`config.mk`:
```
export PLATFORM = sky130hd
export DESIGN_NAME = hazard_stall_ctrl
export DESIGN_NICKNAME = d
export VERILOG_FILES = /design/src/rtl/hazard_stall_ctrl.sv
export SDC_FILE = /design/constraint.sdc
export NUM_CORES = 1
export LEC_CHECK = 0
export ABC_CLOCK_PERIOD_IN_PS = 1600
export CAP_MARGIN = 5
export CORE_MARGIN = 2
export CORE_UTILIZATION = 30
export CTS_BUF_LIST = sky130_fd_sc_hd__clkbuf_4
export CTS_CLUSTER_SIZE = 40
export DETAILED_ROUTE_END_ITERATION = 16
export HOLD_SLACK_MARGIN = 0.12
export PLACE_DENSITY = 0.77
export SKIP_LAST_GASP = 1
export SLEW_MARGIN = 20
export SYNTH_ARGS = -nofsm -noshare
export SYNTH_HDL_FRONTEND = slang
export SYNTH_SLANG_ARGS = --single-unit
```
`constraint.sdc`:
```
create_clock -name clk -period 1.6 [get_ports clk]
set_clock_uncertainty 0.05 [all_clocks]
set_input_delay 0.32 -clock clk [delete_from_list [all_inputs] [get_ports clk]]
set_output_delay 0.32 -clock clk [all_outputs]
set_load 0.02 [all_outputs]
```
`src/rtl/hazard_stall_ctrl.sv`:
```
// hazard_stall_ctrl: load-use, multi-cycle FPU stall and redirect flush control for the ID/EX boundary.
// Optional HAZARD_PERF_CNT_EN adds stall_cycles/flush_events counters.
module hazard_stall_ctrl #(
  parameter int REGFILE_LEN = 6,
  parameter int FPU_OP_WIDTH = 5,
  parameter int MC_LAT = 4,
  parameter logic [FPU_OP_WIDTH-1:0] FDIV_OP = 5'd3,
  parameter logic [FPU_OP_WIDTH-1:0] FSQRT_OP = 5'd4
) (
  input  logic                    clk,
  input  logic                    rst,
  input  logic [REGFILE_LEN-1:0]  id_rs1,
  input  logic [REGFILE_LEN-1:0]  id_rs2,
  input  logic                    id_uses_rs2,
  input  logic                    ex_mem_read,
  input  logic [REGFILE_LEN-1:0]  ex_rd,
  input  logic                    ex_alu_fpu,
  input  logic [FPU_OP_WIDTH-1:0] ex_fpu_op,
  input  logic                    ex_redirect,
  output logic                    pc_stall,
  output logic                    if_id_stall,
  output logic                    id_ex_stall,
  output logic                    if_id_flush,
  output logic                    id_ex_flush,
  output logic                    mc_busy
`ifdef HAZARD_PERF_CNT_EN
  ,
  output logic [31:0]             stall_cycles,
  output logic [31:0]             flush_events
`endif
);
  localparam int CW = (MC_LAT > 2) ? $clog2(MC_LAT) : 1;
  typedef enum logic [1:0] {IDLE, FPU_WAIT, FPU_DONE} state_t;
  state_t state_q, state_d;
  logic [CW-1:0] cnt_q, cnt_d;
  logic lu, mc;
  assign lu = ex_mem_read && ex_rd != '0 && (ex_rd == id_rs1 || (id_uses_rs2 && ex_rd == id_rs2));
  assign mc = ex_alu_fpu && (ex_fpu_op == FDIV_OP || ex_fpu_op == FSQRT_OP);
  always_comb begin
    state_d = state_q;
    cnt_d = cnt_q;
    {pc_stall, if_id_stall, id_ex_stall, if_id_flush, id_ex_flush, mc_busy} = '0;
    if (state_q == FPU_WAIT) begin
      {pc_stall, if_id_stall, id_ex_stall, mc_busy} = '1;
      state_d = (cnt_q == '0) ? FPU_DONE : FPU_WAIT;
      cnt_d = (cnt_q == '0) ? cnt_q : cnt_q - 1'b1;
    end else begin
      state_d = IDLE;
      if (ex_redirect) begin
        {if_id_flush, id_ex_flush} = '1;
      end else if (state_q == IDLE && mc) begin
        {pc_stall, if_id_stall, id_ex_stall, mc_busy} = '1;
        cnt_d = CW'(MC_LAT - 2);
        state_d = FPU_WAIT;
      end else if (lu) begin
        {pc_stall, if_id_stall, id_ex_flush} = '1;
      end
    end
    // reset must silence outputs immediately, even with an FPU op still sitting in EX
    if (rst) {pc_stall, if_id_stall, id_ex_stall, if_id_flush, id_ex_flush, mc_busy} = '0;
  end
  always_ff @(posedge clk or posedge rst) begin
    if (rst) begin
      state_q <= IDLE;
      cnt_q <= '0;
    end else begin
      state_q <= state_d;
      cnt_q <= cnt_d;
    end
  end
`ifdef HAZARD_PERF_CNT_EN
  logic [31:0] stall_cycles_q, stall_cycles_d, flush_events_q, flush_events_d;
  always_comb begin
    stall_cycles_d = pc_stall ? stall_cycles_q + 32'd1 : stall_cycles_q;
    flush_events_d = if_id_flush ? flush_events_q + 32'd1 : flush_events_q;
  end
  always_ff @(posedge clk or posedge rst) begin
    if (rst) begin
      stall_cycles_q <= '0;
      flush_events_q <= '0;
    end else begin
      stall_cycles_q <= stall_cycles_d;
      flush_events_q <= flush_events_d;
    end
  end
  assign stall_cycles = stall_cycles_q;
  assign flush_events = flush_events_q;
`endif
endmodule

```
==> results.yml <==
die:
  die-area_sq_um: 1810
  die_x_microns: 42.6
  num_rows: 13
  initial_utilization_pct: 33.1
  io_pins: 35
  die_h_microns: 42.6
  core_sq_um: 1350
flow_run:
  maxCapViolations: 0
global_routing:
  antenna_found_initial: 0
  gr-usage-met1_pct: 25.5
  met3_usage_pct: 5.60
  gr-total-overflow: 0
  grt_pass1_wl_microns: 2900
  grt_pass1_vias: 626
  grt_usage_pct: 21.5
  top_usage_layer: "met2"
  met2_usage_pct: 37.8
  grt_max_degree: 5
synth:
  synth_cell_types: 25
  ys_seq_area_share_pct: 22.4
  synthesis.area_sq_um: 447
  ys_warn_count: 0
  syn-num-nets: 82
  yosys_register_bits: 4
  synth_area_per_cell_sq_um: 8.59
  syn_inst: 52
worst_hold_path:
  min_path_type: "input port to asynchronous set/reset pin"
detailed_routing:
  firstDrtPassIters: 4
  routed_wl_microns: 1830
  vias_per_cell: 4.90
  drc: 0
  wl_per_cell_microns: 15.9
  ant_nets: 0
  drtIter0Drc: 11
  vias: 564
sta:
  clock.fmax_mhz: 495
  hold_viol: 0
  setup_ws_ps: -419
  timing.final.crit_share_pct: 126
  tightest_slew_ps: 330
  rsz0062_at_grt: "true"
  slew_headroom_pct: 77.8
  fin_crit_ps: 2020
  slew_viol_final: 0
  setup_viol: 6
clock_tree:
  insertion_delay_ps: 230
  cts_tree: "built"
  cts_max_level: 1
  cts_buffers: 3
  clockBufferDepth: 2
  clock-sinks: 4
  clockRootBuffer: "clkbuf_4"
  clk_pin_slew_ps: 30
critical_path:
  critPathLaunchType: "input port"
  worstPathRequired_ps: 1230
  crit_fanout: 2
  crit_type: "input port to primary output"
  end_kind: "primary output"
  worstPathArrival_ps: 1650
cells_and_area:
  layout_common_cells: "14 x buf_4, 9 x dlygate4sd2_1, 7 x buf_6"
  final_util_pct: 73.6
  nets: 132
  diodes: 0
  layout_commonest_cell: "buf_4"
  synthToLayoutAreaGrowth_pct: 122
  drive_gt1_share_pct: 49.0
  fillerInstances: 110
placement:
  gp_congestion: 0.778
  port_buffers: 34
  place_hpwl_microns: 1310
status:
  violations: "negative setup slack"
  status: "complete, but fails checks"
power_and_ir_drop:
  vdd_ir_drop_max_mv: 0.572
  p_per_area_nw_per_um2: 596
  power_uw: 592
  p_leak_uw: 0.000468
==> where the power goes <==
group	total (uW)	switching, uW	internal (uW)	leakage, uW
clock	121	37.4	83.6	0.0000138
sequential	147	16.8	131	0.0000520
combinational	324	154	170	0.000402
total	592	208	384	0.000468
==> critical path, cell delays in order <==
cell,delay (ps)
clkdlybuf4s50_1,460
nand4_1,150
a2bb2oi_4,200
o32ai_4,340
buf_6,170
==> logic make-up after synthesis <==
logic type | synth area share [%]
buffers and inverters | 8.40
flip-flops | 22.4
AO/OA/AOI/OAI | 17.4
adder cells (fa/ha/maj) | 2.80
AND/OR/NAND/NOR | 25.5
XOR/XNOR | 23.5
==> worst paths after layout <==
check / startpoint / endpoint / slack (ps) / cells after the start
max in group asynchronous: rst / state_q[1] / 1000 / 3
min in group clk: cnt_q[1] / cnt_q[1] / 470 / 1
min: rst / cnt_q[0] / 400 / 3
max reg2reg: state_q[1] / cnt_q[1] / 90 / 6
min reg2reg: cnt_q[1] / cnt_q[1] / 470 / 1
max: id_uses_rs2 / if_id_stall / -420 / 5
==> per-layer routing <==
metal,wire length (microns),share of wire (%),vias up
li1,-,-,276
met1,732,40,258
met2,981,54,28
met3,103,5.6,2
met4,9,0.49,0
met5,0,0,-
==> sequential cells by signal, summed over array words and instances, names as in the netlist <==
register,cells
cnt_q,2
state_q,2
==> repair_timing <==
action                                  CTS  global route
gates resized for setup                  84            14
endpoints found under the setup margin    7             7
pin swaps                                21            13
buffers inserted                          5             0
hold buffers                              0             0
==> cells in the mapped netlist (all sizes together) <==
cell,n,area share (%)
nor2,4,3.4
nand2,3,2.5
o32ai,1,2.0
a2bb2oi,2,3.9
buf,2,3.4
ha,1,2.8
nor4,2,4.2
and3b,1,2.0
nor3b,1,1.7
nand4,1,1.4
o2111ai,1,2.0
nand3,2,2.2
o21ai,2,3.1
nand2b,1,1.4
xnor2,6,12
or4,1,2.5
nor2b,1,1.4
o31ai,2,6.4
inv,6,5.0
dfrtp,4,22
and2,2,2.8
xor2,6,12
==> final cells by class <==
type                    instances  area [sq um]  area share [%]
clock buffers                   3          22.5            2.27
multi-input cells              40           420            42.3
flip-flops and latches          4           100            10.1
inverters                       6          22.5            2.27
well taps                      15          18.8            1.89
repair buffers                 47           409            41.2
==> per-stage QoR <==
stage / cells / TNS (ps) / instance area [sq um] / setup WS, ps / hold WS, ps
floorplan: 52 / -479 / 494 / -208 / 44.4
global placement: 109 / -6690 / 906 / -1140 / 453
detailed placement: 109 / -6920 / 906 / -1170 / 469
CTS: 115 / -2070 / 983 / -406 / 393
global route: 115 / -2720 / 993 / -497 / 448
finish: 115 / -2060 / 993 / -419 / 404
Note: power is estimated with default switching activity, not from simulation.
